$ cat src/rtl/sort_pkg.sv
// ============================================================================
//  Module      : sort_pkg
//  Description : Types and constants shared by the sorter network and the
//                serial emitter. The word type and the default block type
//                live here.
//  Revision    : 1.0 - initial release
// ============================================================================
`default_nettype none

package sort_pkg;

    // Word width. The emitter's DATA_W parameter must equal this value.
    localparam int DATA_W = 32;

    // Default block size used by the sorter network.
    localparam int SORT_N = 2;

    typedef logic [DATA_W-1:0] data_t;

    // Sorted block. Element 0 holds the largest word.
    typedef data_t sort_vec_t [SORT_N];

endpackage : sort_pkg

`default_nettype wire

$ cat src/rtl/sort_emit_if.sv
// ============================================================================
//  Module      : sort_emit_if
//  Description : Block-in / word-out handshake bundle for the sort emitter.
//                The slave modport is the emitter side. The master modport
//                is the side that feeds sorted blocks and consumes the
//                word stream.
//  Revision    : 1.0 - initial release
// ============================================================================
`default_nettype none

interface sort_emit_if
    import sort_pkg::*;
#(
    parameter int N     = 2,
    parameter int IDX_W = $clog2(N)
);

    // Block input side
    logic               in_valid;
    logic               in_ready;
    data_t              sort_i [N];

    // Word output side
    logic               out_valid;
    logic               out_ready;
    data_t              out_data;
    logic [IDX_W-1:0]   out_index;
    logic               out_last;
    logic               order_err;

    modport slave (
        input  in_valid,
        input  sort_i,
        input  out_ready,
        output in_ready,
        output out_valid,
        output out_data,
        output out_index,
        output out_last,
        output order_err
    );

    modport master (
        output in_valid,
        output sort_i,
        output out_ready,
        input  in_ready,
        input  out_valid,
        input  out_data,
        input  out_index,
        input  out_last,
        input  order_err
    );

endinterface : sort_emit_if

`default_nettype wire

$ cat src/rtl/sort_order_chk.sv
// ============================================================================
//  Module      : sort_order_chk
//  Description : Sticky ordering monitor for the emitted word stream. Each
//                block must come out in non-increasing (unsigned) order. The
//                monitor keeps the previously popped word and flags any pop
//                that is larger than it, except on the first word of a block.
//  Revision    : 1.0 - initial release
// ============================================================================
`default_nettype none

module sort_order_chk #(
    parameter int DATA_W = 32
) (
    input  wire logic              clk,
    input  wire logic              rst_n,
    input  wire logic              pop_i,       // word accepted by consumer
    input  wire logic              first_i,     // popped word is element 0
    input  wire logic [DATA_W-1:0] data_i,      // word being popped
    output logic                   order_err_o  // sticky until reset
);

    logic [DATA_W-1:0] prev_word_q;
    logic              err_q;

    // Remember each popped word and latch any ascending step within a block.
    always_ff @(posedge clk or negedge rst_n) begin
        if (!rst_n) begin
            prev_word_q <= '0;
            err_q       <= 1'b0;
        end else if (pop_i) begin
            prev_word_q <= data_i;
            if (!first_i && (data_i > prev_word_q)) begin
                err_q <= 1'b1;
            end
        end
    end

    assign order_err_o = err_q;

endmodule : sort_order_chk

`default_nettype wire

$ cat src/rtl/sort_emit.sv
// ============================================================================
//  Module      : sort_emit
//  Description : Serialises fully sorted N-wide blocks into a word stream
//                with valid/ready and last-tagging. A ping-pong pair of
//                banks lets a new block be captured while the previous one
//                drains. Back-to-back blocks leave the emitter with no bubble.
//                Build option SORT_EMIT_ORDER_CHECK_EN adds a sticky
//                monitor. The monitor drives order_err when a block does not
//                come out in non-increasing order. Without the option,
//                order_err is tied low.
//  Revision    : 1.0 - initial release
// ============================================================================
`default_nettype none

module sort_emit
    import sort_pkg::*;
#(
    parameter int N      = 2,
    parameter int DATA_W = 32,
    parameter int IDX_W  = $clog2(N)
) (
    input  wire logic   clk,
    input  wire logic   rst_n,
    sort_emit_if.slave  sif
);

    localparam logic [IDX_W-1:0] LAST_IDX = IDX_W'(N - 1);

    // Two banks of N words. Each bank has a full flag.
    logic [DATA_W-1:0] buf_q [2][N];
    logic [1:0]        full_q,   full_d;
    logic              wr_sel_q, wr_sel_d;
    logic              rd_sel_q, rd_sel_d;
    logic [IDX_W-1:0]  idx_q,    idx_d;

    logic              accept;
    logic              pop;
    logic              last_pop;

    // A bank can be written only while it is empty. Because wr_sel points at
    // a full bank only when both banks are full, in_ready depends on
    // registered state alone.
    assign sif.in_ready  = ~full_q[wr_sel_q];
    assign sif.out_valid = full_q[rd_sel_q];
    assign sif.out_data  = buf_q[rd_sel_q][idx_q];
    assign sif.out_index = idx_q;
    assign sif.out_last  = (idx_q == LAST_IDX);

    assign accept   = sif.in_valid & sif.in_ready;
    assign pop      = sif.out_valid & sif.out_ready;
    assign last_pop = pop & (idx_q == LAST_IDX);

    // Next-state for the bank flags, the write/read pointers and the word
    // index. A simultaneous accept and last-pop always touch different
    // banks: with one bank full, wr_sel and rd_sel differ.
    always_comb begin
        full_d   = full_q;
        wr_sel_d = wr_sel_q;
        rd_sel_d = rd_sel_q;
        idx_d    = idx_q;

        if (accept) begin
            full_d[wr_sel_q] = 1'b1;
            wr_sel_d         = ~wr_sel_q;
        end

        if (pop) begin
            if (last_pop) begin
                idx_d            = '0;
                full_d[rd_sel_q] = 1'b0;
                rd_sel_d         = ~rd_sel_q;
            end else begin
                idx_d = idx_q + IDX_W'(1);
            end
        end
    end

    // Control state register. Reset discards every buffered block.
    always_ff @(posedge clk or negedge rst_n) begin
        if (!rst_n) begin
            full_q   <= '0;
            wr_sel_q <= 1'b0;
            rd_sel_q <= 1'b0;
            idx_q    <= '0;
        end else begin
            full_q   <= full_d;
            wr_sel_q <= wr_sel_d;
            rd_sel_q <= rd_sel_d;
            idx_q    <= idx_d;
        end
    end

    // Capture an accepted block into the bank selected by wr_sel. Banks are
    // cleared on reset so that out_data reads zero while idle.
    always_ff @(posedge clk or negedge rst_n) begin
        if (!rst_n) begin
            for (int b = 0; b < 2; b++) begin
                for (int w = 0; w < N; w++) begin
                    buf_q[b][w] <= '0;
                end
            end
        end else if (accept) begin
            for (int w = 0; w < N; w++) begin
                buf_q[wr_sel_q][w] <= sif.sort_i[w];
            end
        end
    end

`ifdef SORT_EMIT_ORDER_CHECK_EN
    sort_order_chk #(
        .DATA_W      (DATA_W)
    ) u_order_chk (
        .clk         (clk),
        .rst_n       (rst_n),
        .pop_i       (pop),
        .first_i     (idx_q == '0),
        .data_i      (sif.out_data),
        .order_err_o (sif.order_err)
    );
`else
    assign sif.order_err = 1'b0;
`endif

endmodule : sort_emit

`default_nettype wire

$ cat src/flat_wrapper.sv
// flat-port wrapper written by rule: the top's interface ports become plain ports
module sort_emit_flat import sort_pkg::*;
#(
    parameter int N      = 2,
    parameter int DATA_W = 32,
    parameter int IDX_W  = $clog2(N)
)
  (clk, rst_n, sif_in_valid, sif_sort_i, sif_out_ready, sif_in_ready, sif_out_valid, sif_out_data, sif_out_index, sif_out_last, sif_order_err);
  sort_emit_if #(.N(N), .IDX_W(IDX_W)) sif_i ();
  input  wire logic clk;
  input  wire logic rst_n;
  input wire logic [$bits(sif_i.in_valid)-1:0] sif_in_valid;
  input wire logic [$bits(sif_i.sort_i)-1:0] sif_sort_i;
  input wire logic [$bits(sif_i.out_ready)-1:0] sif_out_ready;
  output wire logic [$bits(sif_i.in_ready)-1:0] sif_in_ready;
  output wire logic [$bits(sif_i.out_valid)-1:0] sif_out_valid;
  output wire logic [$bits(sif_i.out_data)-1:0] sif_out_data;
  output wire logic [$bits(sif_i.out_index)-1:0] sif_out_index;
  output wire logic [$bits(sif_i.out_last)-1:0] sif_out_last;
  output wire logic [$bits(sif_i.order_err)-1:0] sif_order_err;
  assign sif_i.in_valid = sif_in_valid;
  assign sif_i.sort_i = {>>{sif_sort_i}};
  assign sif_i.out_ready = sif_out_ready;
  assign sif_in_ready = sif_i.in_ready;
  assign sif_out_valid = sif_i.out_valid;
  assign sif_out_data = sif_i.out_data;
  assign sif_out_index = sif_i.out_index;
  assign sif_out_last = sif_i.out_last;
  assign sif_order_err = sif_i.order_err;
  sort_emit #(.N(N), .DATA_W(DATA_W), .IDX_W(IDX_W)) u_core (.clk(clk), .rst_n(rst_n), .sif(sif_i));
endmodule
$ cat config.mk
export PLATFORM = sky130hd
export DESIGN_NAME = sort_emit_flat
export DESIGN_NICKNAME = d
export VERILOG_FILES = /design/src/rtl/sort_pkg.sv /design/src/rtl/sort_emit_if.sv /design/src/rtl/sort_order_chk.sv /design/src/rtl/sort_emit.sv /design/src/flat_wrapper.sv
export SDC_FILE = /design/constraint.sdc
export NUM_CORES = 1
export LEC_CHECK = 0
export BUFFER_PORTS_ARGS = -buffer_cell sky130_fd_sc_hd__buf_4
export CORE_MARGIN = 8
export CORE_UTILIZATION = 45
export DETAILED_ROUTE_END_ITERATION = 10
export PLACE_DENSITY = 0.67
export RECOVER_POWER = 50
export REMOVE_ABC_BUFFERS = 1
export SYNTH_ARGS = -nofsm -noshare
export SYNTH_HDL_FRONTEND = slang
export SYNTH_SLANG_ARGS = --single-unit
export TNS_END_PERCENT = 10
$ cat constraint.sdc
create_clock -name clk -period 1.89 [get_ports clk]
set_clock_uncertainty 0.2 [all_clocks]
set_input_delay 0.2835 -clock clk [delete_from_list [all_inputs] [get_ports clk]]
set_output_delay 0.2835 -clock clk [all_outputs]
set_load 0.03 [all_outputs]
==> out/summary.log <==
INFO  global_routing antenna_found_initial=0
INFO  global_routing grt_pass1_wl=20.5mm
INFO  synth          synth_compound_area_share=0.518%
INFO  final_layout   finish.net_count=589
INFO  sta            max_freq=443MHz
INFO  sta            final-hold-violation-count=0
INFO  sta            final_period_minus_worst_setup_slack=2.26ns
INFO  power          vdd_ir_drop_max=988µV
INFO  sta            final-max-slew-violation-count=0
INFO  global_routing first_global_vias=3,982
INFO  clock_tree     ctsHtreeMaxLevel=4
INFO  floorplanning  die_w=130µm
INFO  drt            vias_per_cell=5.06
INFO  synth          yosys.area.top_type_share=57.4%
INFO  synth          combinational_family_with_the_most_area_after_synthesis=multiplexers
INFO  power          power_per_cell_area=1940nW/µm²
INFO  clock_tree     cts_tree=built
INFO  sta            timing.final.crit_share=119%
INFO  final_layout   layout_common_cells=131 x dfrtp_1, 90 x mux2_2, 71 x buf_4
INFO  worst_setup_path critPathSlowestCell=mux4_2
INFO  floorplanning  ioPinCount=105
INFO  synth          synth-warning-count=0
INFO  worst_setup_path critical_path.startpoint_type=register
INFO  sta            finalSetupViolations=33
INFO  worst_setup_path rr_startpoint=u_core.wr_sel_q
INFO  worst_setup_path critPathMaxFanout=7
INFO  worst_setup_path cp_cell_sequence=buf_12, clkbuf_16, mux4_2, buf_6
INFO  worst_setup_path end_kind=output port
INFO  synth          postSynthAreaPerCell=17.4µm²
INFO  worst_hold_path worstHoldPathType=register to register
INFO  final_layout   drive_above_1_share=51.7%
INFO  synth          yosys-top-cells-area=dfrtp_1 57%, mux2_2 18%, mux4_2 12%, mux2_1 7.4%, buf_6 1.7%
INFO  final_layout   layout.core_utilization=66.0%
INFO  clock_tree     numCtsBuffers=17
INFO  worst_hold_path hold_start=u_core.buf_q[77]
INFO  synth          synth.yosys.seq_area_share=57.4%
INFO  drt            postRouteAntennaNets=0
INFO  worst_setup_path max_stage_delay=0.51ns
INFO  floorplanning  rows=41
INFO  drt            first_pass_iters=4
INFO  place          detailed_place_hpwl=8.18mm
INFO  synth          synth_adder_area_share=0%
INFO  worst_setup_path timing.critical_path.required=1.41ns
INFO  floorplanning  die-area=16,800µm²
INFO  job            max-cap-violations=0
INFO  sta            rsz_0062_raised_after_global_routing=yes
INFO  global_routing groute.usage.overall=16.1%
INFO  clock_tree     clock_network_latency_to_the_later_pin_of_the_worst_skew_pair=0.41ns
INFO  worst_setup_path crit_arrival=1.77ns
INFO  synth          post-synth-top-area-cell=dfrtp_1
INFO  sta            worst-slew-pin-transition=0.793ns
INFO  drt            drc=0
INFO  sta            slew-limit-headroom=47.1%
INFO  place          io_buffer_count=103
INFO  final_layout   layout.cells.most_common=dfrtp_1
INFO  worst_setup_path timing.critical_path.from=u_core.rd_sel_q
INFO  worst_setup_path timing.critical_path.max_delay_family=multiplexers
INFO  drt            detail_route.iter0.violations=180
INFO  synth          synth-seq-cells=133
INFO  global_routing pin_count_of_the_biggest_net_entering_global_routing=46
INFO  power          p_leak=3.65nW
INFO  floorplanning  initial_core_util=46.0%
INFO  synth          synth-simple-area-share=0.863%
INFO  sta            hold_slack=0.279ns
INFO  synth          netlist_area=5800µm²
INFO  synth          post_synth_xor_area_fraction=0.151%
INFO  synth          syn-instance-count=333
INFO  outcome        outcome=finished, violations left
INFO  synth          synth.mux.area_fraction=37.6%
INFO  floorplanning  die_height=130µm
INFO  clock_tree     clkSinkCount=133
INFO  synth          netlist-cell-type-count=19
INFO  drt            wl_cell=18.4µm
INFO  sta            setup_slack=-0.367ns
INFO  floorplanning  floorplan.core_area=12,600µm²
INFO  drt            via_count=3,580
INFO  worst_setup_path crit_buf_inv=3
INFO  place          gp_routability_congestion=0.691
INFO  clock_tree     cts_buffer_depth=2
INFO  outcome        failed_checks=negative setup slack
INFO  final_layout   relative_area_change_from_synthesis_to_final_layout=43.5%
INFO  clock_tree     ctsRootBufferMaster=clkbuf_16
INFO  drt            total_length_of_routed_wires=13.0mm
INFO  clock_tree     worst_setup_hold_path_clk_slew=0.05ns
INFO  worst_setup_path timing.setup.critical_path_class=register to output port
INFO  global_routing grt_overflow_total=0
power breakdown:
part	internal, W	leakage [nW]	switching [W]
sequential	0.00433	1.57	0.000743
combinational	0.00440	1.80	0.00361
clock	0.00198	0.276	0.00109
total	0.0107	3.65	0.00545
Yosys cell counts:
cell type / number
a21o_1: 2
a31oi_1: 1
a41oi_1: 1
buf_2: 6
buf_4: 8
buf_6: 9
clkbuf_1: 1
conb_1: 1
dfrtp_1: 133
mux2_1: 38
mux2_2: 91
mux2i_1: 1
mux4_2: 32
nand2_1: 3
nand2b_1: 1
nand3_1: 1
nand3b_1: 2
nor3b_2: 1
xnor2_1: 1
worst paths after layout:
check	cells after the start	slack (ns)	end
worst min register to register	1	0.28	u_core.buf_q[77]
worst max-delay path	4	-0.37	sif_out_data[18]
worst max register to register	4	0.15	u_core.buf_q[79]
worst min-delay path	1	0.28	u_core.buf_q[77]
min in group asynchronous	2	0.30	u_core.buf_q[70]
max in group asynchronous	3	0.14	u_core.buf_q[33]
through the flow:
| stage | setup TNS (ns) | setup WS [ns] | total power (W) | area (µm²) | cells |
|---|---|---|---|---|---|
| after floorplan | -226.53 | -1.96 | 0.00973 | 5600 | 309 |
| after detailed placement | 0 | 0.0479 | 0.0122 | 6870 | 601 |
| final | -11.16 | -0.367 | 0.0162 | 8320 | 707 |
| after CTS | -11.58 | -0.387 | 0.0160 | 8230 | 700 |
| after global routing | -15.28 | -0.419 | 0.0170 | 8320 | 706 |
| after global placement | 0 | 0.0676 | 0.0120 | 6870 | 601 |
layout make-up:
cell class,count,area (µm²)
Timing Repair Buffer,193,1930
Clock buffer,29,520
Antenna cell,1,2.50
Tap cell,172,215
Sequential cell,133,3330
Fill cell,908,4300
Multi-Input combinational cell,176,2290
Clock inverter,3,40.0
worst reg2reg max path: stages (launching register included):
cell     delay (ns)
dfrtp_1        0.44
nor3b_4        0.25
buf_12         0.21
buf_12         0.18
mux2_1         0.35
routing by layer:
layer,up-vias,global-route usage (%),part of all wire (%)
met1,1844,18.6,42
met5,-,0,0
li1,1631,-,-
met2,93,27.4,52
met3,12,5.38,5.1
met4,0,5.87,1.0
timing repair:
item	CTS	global route
setup buffers	0	1
setup endpoints to repair	33	33
resized for setup	34	1
hold buffers	67	0
hold endpoints to repair	233	0
gates cloned	0	5
logic make-up after synthesis:
kind of cell           count (synthesis)
AO/OA/AOI/OAI                          4
XOR/XNOR                               1
buffers and inverters                 24
flip-flops                           133
multiplexers                         162
other                                  1
AND/OR/NAND/NOR                        8
state kept, by name, indices dropped and copies added (netlist names):
register              cells
u_core.buf_q            128
u_core.wr_sel_q           1
u_core.full_q             2
u_core.rd_sel_q           1
u_core.sif.out_index      1
(Power assumes the default switching activity.)
